### src/rtl/lvds_rx_pkg.sv
// lvds_rx_pkg: shared types and constants for the LVDS receive phase
// alignment controller (FSM state encoding, phase-step count, fail codes,
// default PLL duty / fine-delay settings).
package lvds_rx_pkg;

  localparam int PSDA_STEPS = 16;

  typedef enum logic [3:0] {
    ST_IDLE,
    ST_PLL_RST,
    ST_WAIT_LOCK,
    ST_LOCK_SETTLE,
    ST_SET_PHASE,
    ST_SETTLE,
    ST_SAMPLE,
    ST_NEXT,
    ST_EVAL,
    ST_APPLY,
    ST_DONE,
    ST_FAIL
  } state_e;

  localparam logic [1:0] FAIL_NONE = 2'd0;
  localparam logic [1:0] FAIL_LOCK = 2'd1;
  localparam logic [1:0] FAIL_EYE  = 2'd2;

  localparam logic [3:0] LVDS_DUTY_DEFAULT = 4'b1000;
  localparam logic [3:0] LVDS_FDLY_DEFAULT = 4'b0000;

endpackage

### src/rtl/lvds_rx_eye_search.sv
// lvds_rx_eye_search: sequential circular longest-run scan over the 16-bit
// per-phase pass map. One index per cycle over 0..31 so runs that wrap past
// phase 15 are seen whole. Result (done pulse) arrives 34 cycles after the
// cycle in which go is seen high.
//   clk, reset   : clock, synchronous active-high reset
//   go           : one-cycle pulse, (re)start a scan of pass_map
//   pass_map     : per-phase pass bits, must be stable during the scan
//   done         : one-cycle pulse, eye_start/eye_len/centre valid
//   eye_start    : first phase of the widest run
//   eye_len      : run length 0..16
//   centre       : phase at the middle of the run
module lvds_rx_eye_search
  import lvds_rx_pkg::*;
(
  input  logic        clk,
  input  logic        reset,
  input  logic        go,
  input  logic [15:0] pass_map,
  output logic        done,
  output logic [3:0]  eye_start,
  output logic [4:0]  eye_len,
  output logic [3:0]  centre
);

  logic [4:0] idx;
  logic       scanning;
  logic       finish;
  logic [4:0] run;
  logic [4:0] best_len;
  logic [3:0] best_end;
  logic [4:0] run_n;
  logic [3:0] es;

  always_comb begin
    run_n = 5'd0;
    if (pass_map[idx[3:0]])
      run_n = (run == 5'd16) ? 5'd16 : run + 5'd1;
    // best_len < 16 whenever this is used, so the 4-bit wrap is exact
    es = best_end - best_len[3:0] + 4'd1;
  end

  always_ff @(posedge clk) begin
    if (reset) begin
      idx       <= '0;
      scanning  <= 1'b0;
      finish    <= 1'b0;
      run       <= '0;
      best_len  <= '0;
      best_end  <= '0;
      done      <= 1'b0;
      eye_start <= '0;
      eye_len   <= '0;
      centre    <= '0;
    end else begin
      done   <= 1'b0;
      finish <= 1'b0;
      if (go) begin
        scanning <= 1'b1;
        idx      <= '0;
        run      <= '0;
        best_len <= '0;
        best_end <= '0;
      end else if (scanning) begin
        run <= run_n;
        // strict > keeps the earliest of equal-length runs
        if (run_n > best_len) begin
          best_len <= run_n;
          best_end <= idx[3:0];
        end
        idx <= idx + 5'd1;
        if (idx == 5'd31) begin
          scanning <= 1'b0;
          finish   <= 1'b1;
        end
      end else if (finish) begin
        done <= 1'b1;
        if (best_len == 5'd16) begin
          eye_start <= 4'd0;
          eye_len   <= 5'd16;
          centre    <= 4'd8;
        end else begin
          eye_start <= es;
          eye_len   <= best_len;
          centre    <= es + best_len[4:1];
        end
      end
    end
  end

endmodule

### src/rtl/lvds_rx_phase_align.sv
// lvds_rx_phase_align: LVDS receive PLL bring-up and phase alignment.
// Pulses the PLL reset, waits for lock, sweeps all 16 psda steps scoring each
// against the deserializer training-pattern match, then parks psda at the
// centre of the widest (circular) passing eye. Loss of lock after lock was
// seen restarts the whole sequence.
//   clk, reset        : clock, synchronous active-high reset
//   start             : pulse, begin (re)alignment when not busy
//   pll_lock          : async PLL lock, synchronised here
//   word_valid/match  : deserializer word strobe / training-pattern match
//   pll_reset, psda, dutyda, fdly : PLL controls
//   busy, aligned, fail, fail_code : status to link controller
//   eye_start, eye_len, pass_map   : results of the last sweep
module lvds_rx_phase_align
  import lvds_rx_pkg::*;
#(
  parameter int          RESET_CYCLES  = 16,
  parameter int          LOCK_TIMEOUT  = 65536,
  parameter int          LOCK_WAIT     = 1024,
  parameter int          SETTLE_CYCLES = 256,
  parameter int          SAMPLE_CYCLES = 1024,
  parameter int          MIN_EYE       = 3,
  parameter logic [3:0]  DUTY_DEFAULT  = LVDS_DUTY_DEFAULT,
  parameter logic [3:0]  FDLY_DEFAULT  = LVDS_FDLY_DEFAULT
)(
  input  logic        clk,
  input  logic        reset,
  input  logic        start,
  input  logic        pll_lock,
  input  logic        word_valid,
  input  logic        word_match,
  output logic        pll_reset,
  output logic [3:0]  psda,
  output logic [3:0]  dutyda,
  output logic [3:0]  fdly,
  output logic        busy,
  output logic        aligned,
  output logic        fail,
  output logic [1:0]  fail_code,
  output logic [3:0]  eye_start,
  output logic [4:0]  eye_len,
  output logic [15:0] pass_map
);

  localparam logic [31:0] RST_LAST    = 32'(RESET_CYCLES - 1);
  localparam logic [31:0] TMO_LAST    = 32'(LOCK_TIMEOUT - 1);
  localparam logic [31:0] LWAIT_LAST  = 32'(LOCK_WAIT - 1);
  localparam logic [31:0] SETTLE_LAST = 32'(SETTLE_CYCLES - 1);
  localparam logic [31:0] SAMPLE_LAST = 32'(SAMPLE_CYCLES - 1);
  localparam logic [4:0]  MIN_EYE_W   = 5'(MIN_EYE);

  state_e      state;
  logic [31:0] cnt;
  logic [3:0]  p;
  logic        lock_meta, lock_s;
  logic        seen, bad;
  logic        eval_go;
  logic [3:0]  centre_q;
  logic        es_done;
  logic [3:0]  es_start, es_centre;
  logic [4:0]  es_len;
  logic        lock_lost;
  logic        pass_now;

  assign dutyda = DUTY_DEFAULT;
  assign fdly   = FDLY_DEFAULT;

  // lock only matters once it has been seen: LOCK_SETTLE through APPLY, DONE
  assign lock_lost = !lock_s &&
                     (state inside {ST_LOCK_SETTLE, ST_SET_PHASE, ST_SETTLE,
                                    ST_SAMPLE, ST_NEXT, ST_EVAL, ST_APPLY,
                                    ST_DONE});

  // verdict including the final sample cycle's word
  assign pass_now = (seen | word_valid) & ~(bad | (word_valid & ~word_match));

  always_ff @(posedge clk) begin
    if (reset) begin
      lock_meta <= 1'b0;
      lock_s    <= 1'b0;
    end else begin
      lock_meta <= pll_lock;
      lock_s    <= lock_meta;
    end
  end

  lvds_rx_eye_search u_eye (
    .clk       (clk),
    .reset     (reset),
    .go        (eval_go),
    .pass_map  (pass_map),
    .done      (es_done),
    .eye_start (es_start),
    .eye_len   (es_len),
    .centre    (es_centre)
  );

  always_ff @(posedge clk) begin
    if (reset) begin
      state     <= ST_IDLE;
      cnt       <= '0;
      p         <= '0;
      seen      <= 1'b0;
      bad       <= 1'b0;
      eval_go   <= 1'b0;
      centre_q  <= '0;
      pll_reset <= 1'b1;
      psda      <= '0;
      busy      <= 1'b0;
      aligned   <= 1'b0;
      fail      <= 1'b0;
      fail_code <= FAIL_NONE;
      eye_start <= '0;
      eye_len   <= '0;
      pass_map  <= '0;
    end else begin
      eval_go <= 1'b0;
      cnt     <= cnt + 32'd1;
      if (lock_lost) begin
        state     <= ST_PLL_RST;
        cnt       <= '0;
        pll_reset <= 1'b1;
        psda      <= '0;
        busy      <= 1'b1;
        aligned   <= 1'b0;
        pass_map  <= '0;
      end else begin
        case (state)
          ST_IDLE, ST_DONE, ST_FAIL: begin
            if (start) begin
              state     <= ST_PLL_RST;
              cnt       <= '0;
              pll_reset <= 1'b1;
              psda      <= '0;
              busy      <= 1'b1;
              aligned   <= 1'b0;
              fail      <= 1'b0;
              fail_code <= FAIL_NONE;
              pass_map  <= '0;
            end
          end
          ST_PLL_RST: begin
            if (cnt == RST_LAST) begin
              state     <= ST_WAIT_LOCK;
              cnt       <= '0;
              pll_reset <= 1'b0;
            end
          end
          ST_WAIT_LOCK: begin
            if (lock_s) begin
              state <= ST_LOCK_SETTLE;
              cnt   <= '0;
            end else if (cnt == TMO_LAST) begin
              state     <= ST_FAIL;
              fail      <= 1'b1;
              fail_code <= FAIL_LOCK;
              busy      <= 1'b0;
              pll_reset <= 1'b0;
              psda      <= '0;
            end
          end
          ST_LOCK_SETTLE: begin
            if (cnt == LWAIT_LAST) begin
              state <= ST_SET_PHASE;
              p     <= '0;
            end
          end
          ST_SET_PHASE: begin
            psda  <= p;
            state <= ST_SETTLE;
            cnt   <= '0;
          end
          ST_SETTLE: begin
            if (cnt == SETTLE_LAST) begin
              state <= ST_SAMPLE;
              cnt   <= '0;
              seen  <= 1'b0;
              bad   <= 1'b0;
            end
          end
          ST_SAMPLE: begin
            if (word_valid) begin
              seen <= 1'b1;
              if (!word_match) bad <= 1'b1;
            end
            if (cnt == SAMPLE_LAST) begin
              pass_map[p] <= pass_now;
              state       <= ST_NEXT;
            end
          end
          ST_NEXT: begin
            if (p == 4'(PSDA_STEPS - 1)) begin
              state   <= ST_EVAL;
              eval_go <= 1'b1;
            end else begin
              p     <= p + 4'd1;
              state <= ST_SET_PHASE;
            end
          end
          ST_EVAL: begin
            if (es_done) begin
              eye_start <= es_start;
              eye_len   <= es_len;
              centre_q  <= es_centre;
              state     <= ST_APPLY;
              cnt       <= '0;
            end
          end
          ST_APPLY: begin
            if (eye_len < MIN_EYE_W) begin
              state     <= ST_FAIL;
              fail      <= 1'b1;
              fail_code <= FAIL_EYE;
              busy      <= 1'b0;
              pll_reset <= 1'b0;
              psda      <= '0;
            end else begin
              psda <= centre_q;
              if (cnt == SETTLE_LAST) begin
                state   <= ST_DONE;
                aligned <= 1'b1;
                busy    <= 1'b0;
              end
            end
          end
          default: state <= ST_IDLE;
        endcase
      end
    end
  end

endmodule

### config.mk
export PLATFORM = sky130hd
export DESIGN_NAME = lvds_rx_phase_align
export DESIGN_NICKNAME = d
export VERILOG_FILES = /design/src/rtl/lvds_rx_pkg.sv /design/src/rtl/lvds_rx_eye_search.sv /design/src/rtl/lvds_rx_phase_align.sv
export SDC_FILE = /design/constraint.sdc
export NUM_CORES = 1
export LEC_CHECK = 0
export ABC_AREA = 1
export CORE_ASPECT_RATIO = 1.1
export CORE_MARGIN = 5
export CORE_UTILIZATION = 40
export DETAILED_ROUTE_END_ITERATION = 8
export GPL_ROUTABILITY_DRIVEN = 1
export GPL_TIMING_DRIVEN = 0
export SLEW_MARGIN = 20
export SYNTH_ARGS = -nofsm -noshare
export SYNTH_HDL_FRONTEND = slang
export SYNTH_SLANG_ARGS = --single-unit
### constraint.sdc
create_clock -name clk -period 4.05 [get_ports clk]
set_input_delay 0.6075 -clock clk [delete_from_list [all_inputs] [get_ports clk]]
set_output_delay 0.6075 -clock clk [all_outputs]
set_load 0.1 [all_outputs]
==> Yosys cells after proc, flatten, opt, wreduce, memory -nomap -nowiden <==
Cells that the tools add are included.
{ "totals": {"reg_bits": 119, "inputBits": 6, "out_inout_bits": 43} }
{ "classes": {"n_addsub": 7, "n_lt_le_gt_ge": 5, "eq_ne": 45, "mux": 74, "bitwise_logic": 10, "reduce_logical": 33} }
{ "ops": {"columns": ["cell", "n"], "rows": [
  ["$pmux W32 S6", 1],
  ["$mux W32", 5],
  ["$mux W4", 19],
  ["$pmux W4 S10", 1],
  ["$add A32 B1 Y32 const B", 1],
  ["$eq A32 B10 Y1 const B", 1],
  ["$eq A32 B16 Y1 const B", 1],
  ["$eq A32 B4 Y1 const B", 1],
  ["$eq A32 B8 Y1 const B", 1],
  ["$mux W16", 2],
  ["$pmux W16 S2", 1],
  ["$mux W1", 26],
  ["$eq A4 B4 Y1 const B", 5],
  ["$bwmux W16", 1],
  ["$eq A4 B3 Y1 const B", 4],
  ["$ne A2 B2 Y1 const B", 8],
  ["$pmux W4 S4", 1],
  ["$reduce_and A4 Y1", 4],
  ["$reduce_and A8 Y1", 2],
  ["$eq A5 B5 Y1 const B", 3],
  ["$mux W5", 3],
  ["$ne A3 B3 Y1 const B", 5],
  ["$ne A2 B1 Y1 const B", 6],
  ["$ne A3 B2 Y1 const B", 4],
  ["other kinds (37)", 68]
]} }

==> Longest topological paths before layout <==
Gate-level depths: netlist of run 1.
{ "depth": {"ltp_word": 8, "depth_mapped": 20, "mapped_depth_nobuf": 18} }

==> Cells and area by module <==
A second synthesis of run 1 with hierarchy kept.
{ "unflattened": {"cells_unflattened": 947, "area_unflattened_um2": 6457.4} }
{ "by_module_without_submodules": {"columns": ["mod", "instances", "cells_per_inst", "area_each_um2", "seq_area_each_um2"], "rows": [
  ["lvds_rx_phase_align", 1, 676, 4531.8, 1681.6],
  ["lvds_rx_eye_search", 1, 271, 1925.6, 700.7]
]} }

==> Worst setup path after synthesis of run 1 <==
OpenSTA, ideal clock, no wires.
{ "synth_path": {"path_type": "flip-flop to flip-flop", "startpoint": "register pass_map[2]", "endpoint": "register u_eye.best_end[2]", "arrival_time_ns": 2.835, "setup_slack_ns": 1.088, "path_stages_with_launch": 19, "n_path_buf": 1, "period_less_slack_ns": 2.962, "path_cell_list": "dfxtp_1 -> inv_1 -> nor2_1 -> a21oi_1 -> o211ai_1 -> nand3_1 -> nand2_1 -> nand2_1 -> inv_1 -> ha_1 -> nand2_1 -> inv_1 -> o21ai_0 -> o211ai_1 -> nand2_1 -> inv_1 -> clkbuf_1 -> o21ai_0 -> a21oi_1"} }
{ "synth_between": {"elab_chain_len": 5} }
{ "synth_lines": {"columns": ["item", "line", "text"], "rows": [
  ["start: declaration", "lvds_rx_phase_align.sv:41", "output logic [15:0] pass_map"],
  ["start signal: indexed assignment", "lvds_rx_phase_align.sv:186", "pass_map[p] <= pass_now;"],
  ["$bmux W1 S4", "lvds_rx_eye_search.sv:36", "if (pass_map[idx[3:0]])"],
  ["$mux W1 (not written as such)", "lvds_rx_eye_search.sv:36", null],
  ["$mux W5", "lvds_rx_eye_search.sv:36", null],
  ["named net u_eye.run_n[2]", "lvds_rx_eye_search.sv:31", "logic [4:0] run_n;"],
  ["$gt A5 B5 Y1", "lvds_rx_eye_search.sv:66", "if (run_n > best_len) begin"],
  ["$reduce_and A2 Y1 (no source line)", null, null],
  ["end signal: assignment", "lvds_rx_eye_search.sv:68", "best_end <= idx[3:0];"],
  ["end: declaration", "lvds_rx_eye_search.sv:30", "logic [3:0] best_end;"]
]} }
The timed path passes the listed nets, and every way through them passes these cells. The select of a mux whose other input is x is not followed.
A chain may end at the register's enable or synchronous reset.

==> Final worst setup path of run 1 <==
{ "layout_path": {"startpoint": "register u_eye.idx[0]", "endpoint": "register u_eye.best_end[2]"} }
{ "layout_between": {"elab_chain_len": 5} }
{ "layout_lines": {"columns": ["item", "line", "text"], "rows": [
  ["start: declaration", "lvds_rx_eye_search.sv:25", "logic [4:0] idx;"],
  ["start signal: assignment", "lvds_rx_eye_search.sv:70", "idx <= idx + 5'd1;"],
  ["$bmux W1 S4", "lvds_rx_eye_search.sv:36", null],
  ["$mux W1 (not written as such)", "lvds_rx_eye_search.sv:36", null],
  ["$mux W5", "lvds_rx_eye_search.sv:36", null],
  ["named net u_eye.run_n[4]", "lvds_rx_eye_search.sv:31", null],
  ["$gt A5 B5 Y1", "lvds_rx_eye_search.sv:66", null],
  ["$reduce_and A2 Y1 (no source line)", null, null]
]} }
The timed path passes the listed nets, and every way through them passes these cells. The select of a mux whose other input is x is not followed.

==> results of run 1 <==
-- per-layer routing --
metal  GRT usage, %  up-vias  wire, microns
met3           3.68       33            521
met1           21.6     2575           7140
li1               -     3047              -
met4           9.18        0            503
met5              0        -              0
met2           30.0      102           7380
-- where the power goes --
group          leakage (nW)  internal, mW  switching, mW  total, mW
registers             0.960          1.21         0.0391       1.25
clock network         0.271         0.924          0.571       1.49
logic                  1.85         0.261          0.672      0.933
total                  3.09          2.40           1.28       3.68
-- cells by family (layout without fill, tap and decap cells) --
| kind of cell | after synthesis | count (layout) |
|---|---|---|
| XOR/XNOR | 33 | 33 |
| flip-flops | 119 | 119 |
| other | 2 | 8 |
| AND/OR/NAND/NOR | 451 | 451 |
| adder cells (fa/ha/maj) | 23 | 23 |
| buffers and inverters | 159 | 231 |
| AO/OA/AOI/OAI | 132 | 132 |
-- final cells by class --
| type | count | area [sq um] |
|---|---|---|
| multi-input combinational | 647 | 3250 |
| sequential | 119 | 2380 |
| inverter | 130 | 488 |
| clock inverter | 14 | 150 |
| clock buffer | 18 | 439 |
| tap | 200 | 250 |
| buffer | 29 | 168 |
| timing repair buffer | 40 | 400 |
| fill | 1598 | 8030 |
-- synth_stat cells (all sizes together) (3+ instances only) --
cell type	count
nand3	33
a21oi	49
inv	130
ha	21
nand2	176
xor2	22
clkbuf	11
a31oi	3
nor2	185
o22ai	6
o21ai	66
xnor2	11
nor3	20
nand4	27
dfxtp	119
nor4	3
o211ai	4
buf	18
-- through the flow --
| step | hold WS (ns) | area, sq um | setup slack (ns) | utilization, % |
|---|---|---|---|---|
| global route | 0.440 | 7520 | 0.297 | 48.4 |
| floorplan | 0.388 | 6280 | 1.09 | - |
| finish | 0.402 | 7520 | 0.651 | 48.4 |
| CTS | 0.408 | 7520 | 0.657 | 48.4 |
| global placement | 0.401 | 6930 | 0.719 | 44.6 |
| detailed placement | 0.406 | 6930 | 0.685 | 44.6 |
-- worst register-to-register path, delay by kind of cell, from the launching register on --
| family | cells | cell delay [ns] |
|---|---|---|
| adders and majority gates | 1 | 0.29 |
| AOI/OAI and AO/OA | 5 | 0.75 |
| buffers and inverters | 6 | 1.23 |
| and+or+nand+nor | 7 | 0.74 |
| DFF | 1 | 0.33 |
-- final timing paths --
path | start | depth (start not counted) | end
worst max-delay path | u_eye.idx[0] | 19 | u_eye.best_end[2]
worst min-delay path | lock_meta | 2 | lock_s
worst max register to register | u_eye.idx[0] | 19 | u_eye.best_end[2]
worst min register to register | lock_meta | 2 | lock_s
-- state kept, by name, summed over array words and instances, names as in the netlist, 5 cells and up --
| signal | cells |
|---|---|
| u_eye.idx | 5 |
| eye_len | 5 |
| u_eye.best_len | 5 |
| u_eye.run | 5 |
| u_eye.eye_len | 5 |
| pass_map | 16 |
| cnt | 32 |
==> metrics, run 1 <==
Final Critical Period 3.40 ns; max_slew headroom 33.4%; worst path bufs/invs 6; CTS resizes 0; Setup violations, final 0; Worst path slowest cell clkbuf_1; FF-to-FF setup slack 0.65 ns; hold buffers post-CTS 0; area share of and/or/nand/nor cells after synthesis 30.6%; H-tree Lvls 4; Adder-Cell Fraction of Synth Area 4.84%; nets 1013; Worst-Margin Slew 0.996 ns; first-pass GRT wire length 26300 microns; Most used DFF post-synth dfxtp_1; Yosys Warn Count 0; Num CTS Buffers 17; final setup skew 0.0102 ns; main combinational cell family by area after synthesis simple AND/OR/NAND/NOR gates; status complete, no violations; Post-Syn Area per Cell 6.81 sq um; critical path required time 4.40 ns; commonest non-fill, non-tap cell in the layout nor2_1; clock latency on the worst-skew pair 0.42 ns; Post-synth ARST share 0%; CTS tree done; worst-path maximum fanout 10; Compound-Gate Fraction of Synth Area 11.3%; pin count of the biggest net entering global routing 17; Final Hold Vio Count 0; die area 18300 sq um; CP Capture Type flop; Vias/cell 4.81; final WL 15500 microns; largest area contributor in the synthesized netlist dfxtp_1; Pleak 3.09 nW; vias in the first global route 5610; CTS root buf clkbuf_16; total track usage 17.9%; post-synth cell types 39; unrepaired setup endpoints after global routing no; Peak VDD IR 0.322 mV; EDFF count, synth 0; sequential area share after synthesis 38.0%; clk slew on worst S/H paths 0.06 ns; # IOs 49; fin cells 1197; Placed Cells 1165; Inserted Diodes 0; Yosys reg bits 119; Initial Utilization 40.3%; initial antenna violation count 0; Core Rows 48; Synth top area share 38.0%; Post-Syn Area 6260 sq um; XOR/XNOR Fraction of Synth Area 4.62%; clk sinks 119; Hold Path Class reg -> reg; routed via count 5757; Core Footprint 15600 sq um; Cell Pwr Density 489 nW/um^2; Synth area leaders dfxtp_1 (38%), nor2_1 (10%), nand2_1 (10%), inv_1 (7.7%), o21ai_0 (5.0%); GP Congestion 0.902; layout cells sized above 1 6.62%; Max-cap violations 0; Routed wire per std cell 13.0 microns; Mapped Cells 919; Worst EP arrival 3.75 ns; FMAX 0.294 GHz; DRT iter0 DRCs 265; IO Port Bufs 40; most frequent cells in the layout nor2_1 (175), nand2_1 (172), inv_1 (128), dfxtp_1 (119), o21ai_0 (63); die width 129 microns; CP peak stage delay 0.37 ns; startpoint types flop; Post CTS Setup Buffer Count 0; Area Overhead vs Synth 20.2%; number of routed nets with antenna violations 0; Critical Path, Cell by Cell buf_2 > clkbuf_1 > o21ai_0 > nand2_1 > o211ai_1 > nand2_1 > nand2_1 > nand2_1 > inv_1 > ha_1 > nand2_1 > inv_1 > nand3_1 > o211ai_1 > nand2_1 > inv_1 > clkbuf_1 > o21ai_0 > a21oi_1; total chip power 3.68 mW; die height 141 microns; Setup CP Type reg -> reg; Longest Clk Path Bufs 2; Top delay family on crit path buffers and inverters; mux share of post-synthesis cell area 0%; HPWL Detailed 11900 microns; Final TNS setup 0 ns; Slew Viols, Final 0; total gr overflow 0; Top cell by count, worst path nand2_1; Tcrit/Tclk final 83.9%; DRC 0; drt pass-1 iters 5
Note: power is estimated with default switching activity, not from simulation.
==> inputs of run 2 (changes only) <==
==> constraint.sdc (replaced) <==
create_clock -name clk -period 2.8 [get_ports clk]
set_input_delay 0.42 -clock clk [delete_from_list [all_inputs] [get_ports clk]]
set_output_delay 0.42 -clock clk [all_outputs]
set_load 0.1 [all_outputs]
==> metrics, run 2 (synthesized netlist as in run 1, its figures left out) <==
status complete, no violations; FMAX 0.392 GHz (+33%); Setup CP Type reg -> reg; initial antenna violation count 0 (unchanged); final WL 15800 microns (+1.6%); Max-cap violations 0 (unchanged); hold worst-path end lock_s; vias in the first global route 5659 (+0.87%); Biggest register cnt; FF-to-FF setup slack 0.25 ns (-0.40 ns); Pleak 3.16 nW (+2.3%); DRT iter0 DRCs 263 (-0.75%); total chip power 5.36 mW (+46%); CTS tree done; clk slew on worst S/H paths 0.05 ns (about the same); pin count of the biggest net entering global routing 17 (unchanged); CP Capture Type flop; HPWL Detailed 11900 microns (about the same); Regs by FF count cnt x32, pass_map x16; RR Startpoint u_eye.idx[0]; Hold Path Class reg -> reg; Tcrit/Tclk final 91.2% (+7.2 points); Inserted Diodes 0 (unchanged); Routed wire per std cell 13.2 microns (+1.4%); Longest Clk Path Bufs 2 (unchanged); GP Congestion 0.897 (-0.49%); Initial Utilization 40.3% (unchanged); worst-path maximum fanout 10 (unchanged); routed via count 5790 (+0.57%); Hold Path Depth 2 (unchanged); reg2reg end u_eye.best_end[3]; Setup violations, final 0 (unchanged); Cell Pwr Density 705 nW/um^2 (+44%); min-delay src lock_meta; Vias/cell 4.83 (+0.41%); max reg flops 32 (unchanged); die area 18300 sq um (unchanged); Final Critical Period 2.55 ns (-0.846 ns); Area Overhead vs Synth 21.5%; Final Hold Vio Count 0 (unchanged); Num CTS Buffers 17 (unchanged); post-route design area 7610 sq um (+1.1%); number of routed nets with antenna violations 0 (unchanged); Core Footprint 15600 sq um (unchanged); first-pass GRT wire length 26700 microns (+1.8%); H-tree Lvls 4 (unchanged); Peak VDD IR 0.419 mV (+30%); hold buffers post-CTS 0 (unchanged); Worst R2R Path Depth 19 (unchanged); clk sinks 119 (unchanged); final setup skew 0.0146 ns (+0.00438 ns); Core Rows 48 (unchanged); commonest non-fill, non-tap cell in the layout nor2_1; CTS root buf clkbuf_16; DRC 0 (unchanged); nets 1017 (+0.39%); clock latency on the worst-skew pair 0.42 ns (about the same); Worst EP arrival 2.85 ns (-0.90 ns); Slew Viols, Final 0 (unchanged); DP Area 6950 sq um (+0.29%); # IOs 49 (unchanged); die height 141 microns (unchanged); startpoint types flop; max_slew headroom 32.4% (-0.99 points); total track usage 18.2% (+0.24 points); layout cells sized above 1 9.41% (+2.8 points); most frequent cells in the layout nor2_1 (175), nand2_1 (168), inv_1 (126), dfxtp_1 (101), o21ai_0 (55); drt pass-1 iters 5 (unchanged); total gr overflow 0 (unchanged); die width 129 microns (unchanged); IO Port Bufs 40 (unchanged); Post-Route Utilization 48.9% (+0.54 points); Worst-Margin Slew 1.01 ns (+0.0149 ns); critical path required time 3.10 ns (-1.30 ns)
run 2: routing by layer:
metal,routed length (microns),up-vias,track usage (%)
met4,307,0,7.19
li1,-,3047,-
met1,7360,2620,22.3
met5,0,-,0
met3,558,25,4.77
met2,7570,98,30.3
run 2: what timing repair did:
item,CTS,global route
pin swaps,2,5
setup endpoints to repair,9,9
buffers inserted,1,2
resized for setup,8,20
cloned,0,2
run 2: power by group:
| part | total [mW] | internal (mW) | switching (mW) |
|---|---|---|---|
| combinational | 1.37 | 0.382 | 0.988 |
| sequential | 1.81 | 1.75 | 0.0562 |
| clock | 2.18 | 1.42 | 0.758 |
| total | 5.36 | 3.56 | 1.80 |
run 2: metrics by stage:
step	hold slack [ns]	cells	setup TNS, ns	worst slack (ns)
after floorplan	0.388	925	0	0.180
after detailed placement	0.408	1165	-4.05	-0.564
after global placement	0.401	1165	-4.09	-0.557
final	0.423	1199	0	0.247
after CTS	0.429	1195	0	0.00536
after global routing	0.450	1199	-0.0128	-0.0128
run 2: worst max-delay path, stage by stage (launching register included):
cell      delay, ns
dfxtp_4        0.35
buf_6          0.13
buf_6          0.13
o21ai_1        0.16
nand2_1        0.07
o211ai_1       0.10
nand2_1        0.09
nand2_2        0.14
nand2_1        0.11
inv_1          0.07
ha_1           0.25
nand2_1        0.07
inv_1          0.04
o21ai_1        0.10
o211ai_1       0.10
nand2_1        0.11
inv_2          0.07
buf_4          0.13
o21ai_0        0.15
a21oi_1        0.06
run 2: area by class of cell:
cell class	instances	area, sq um
Tap cell	200	250
Buffer	28	185
Inverter	130	488
Clock buffer	20	457
Multi-Input combinational cell	647	3260
Timing Repair Buffer	45	433
Fill cell	1636	7950
Clock inverter	10	129
Sequential cell	119	2410
run 2: worst max-delay path by stage:
stage	startpoint	end	slack, ns
after floorplan	u_eye.idx[0]	u_eye.best_end[2]	0.18
after global placement	u_eye.idx[0]	u_eye.best_end[2]	-0.56
after detailed placement	u_eye.idx[0]	u_eye.best_len[4]	-0.56
after CTS	u_eye.idx[0]	u_eye.best_len[4]	0.005
after global routing	u_eye.idx[0]	u_eye.best_end[3]	-0.01
final	u_eye.idx[0]	u_eye.best_end[3]	0.25
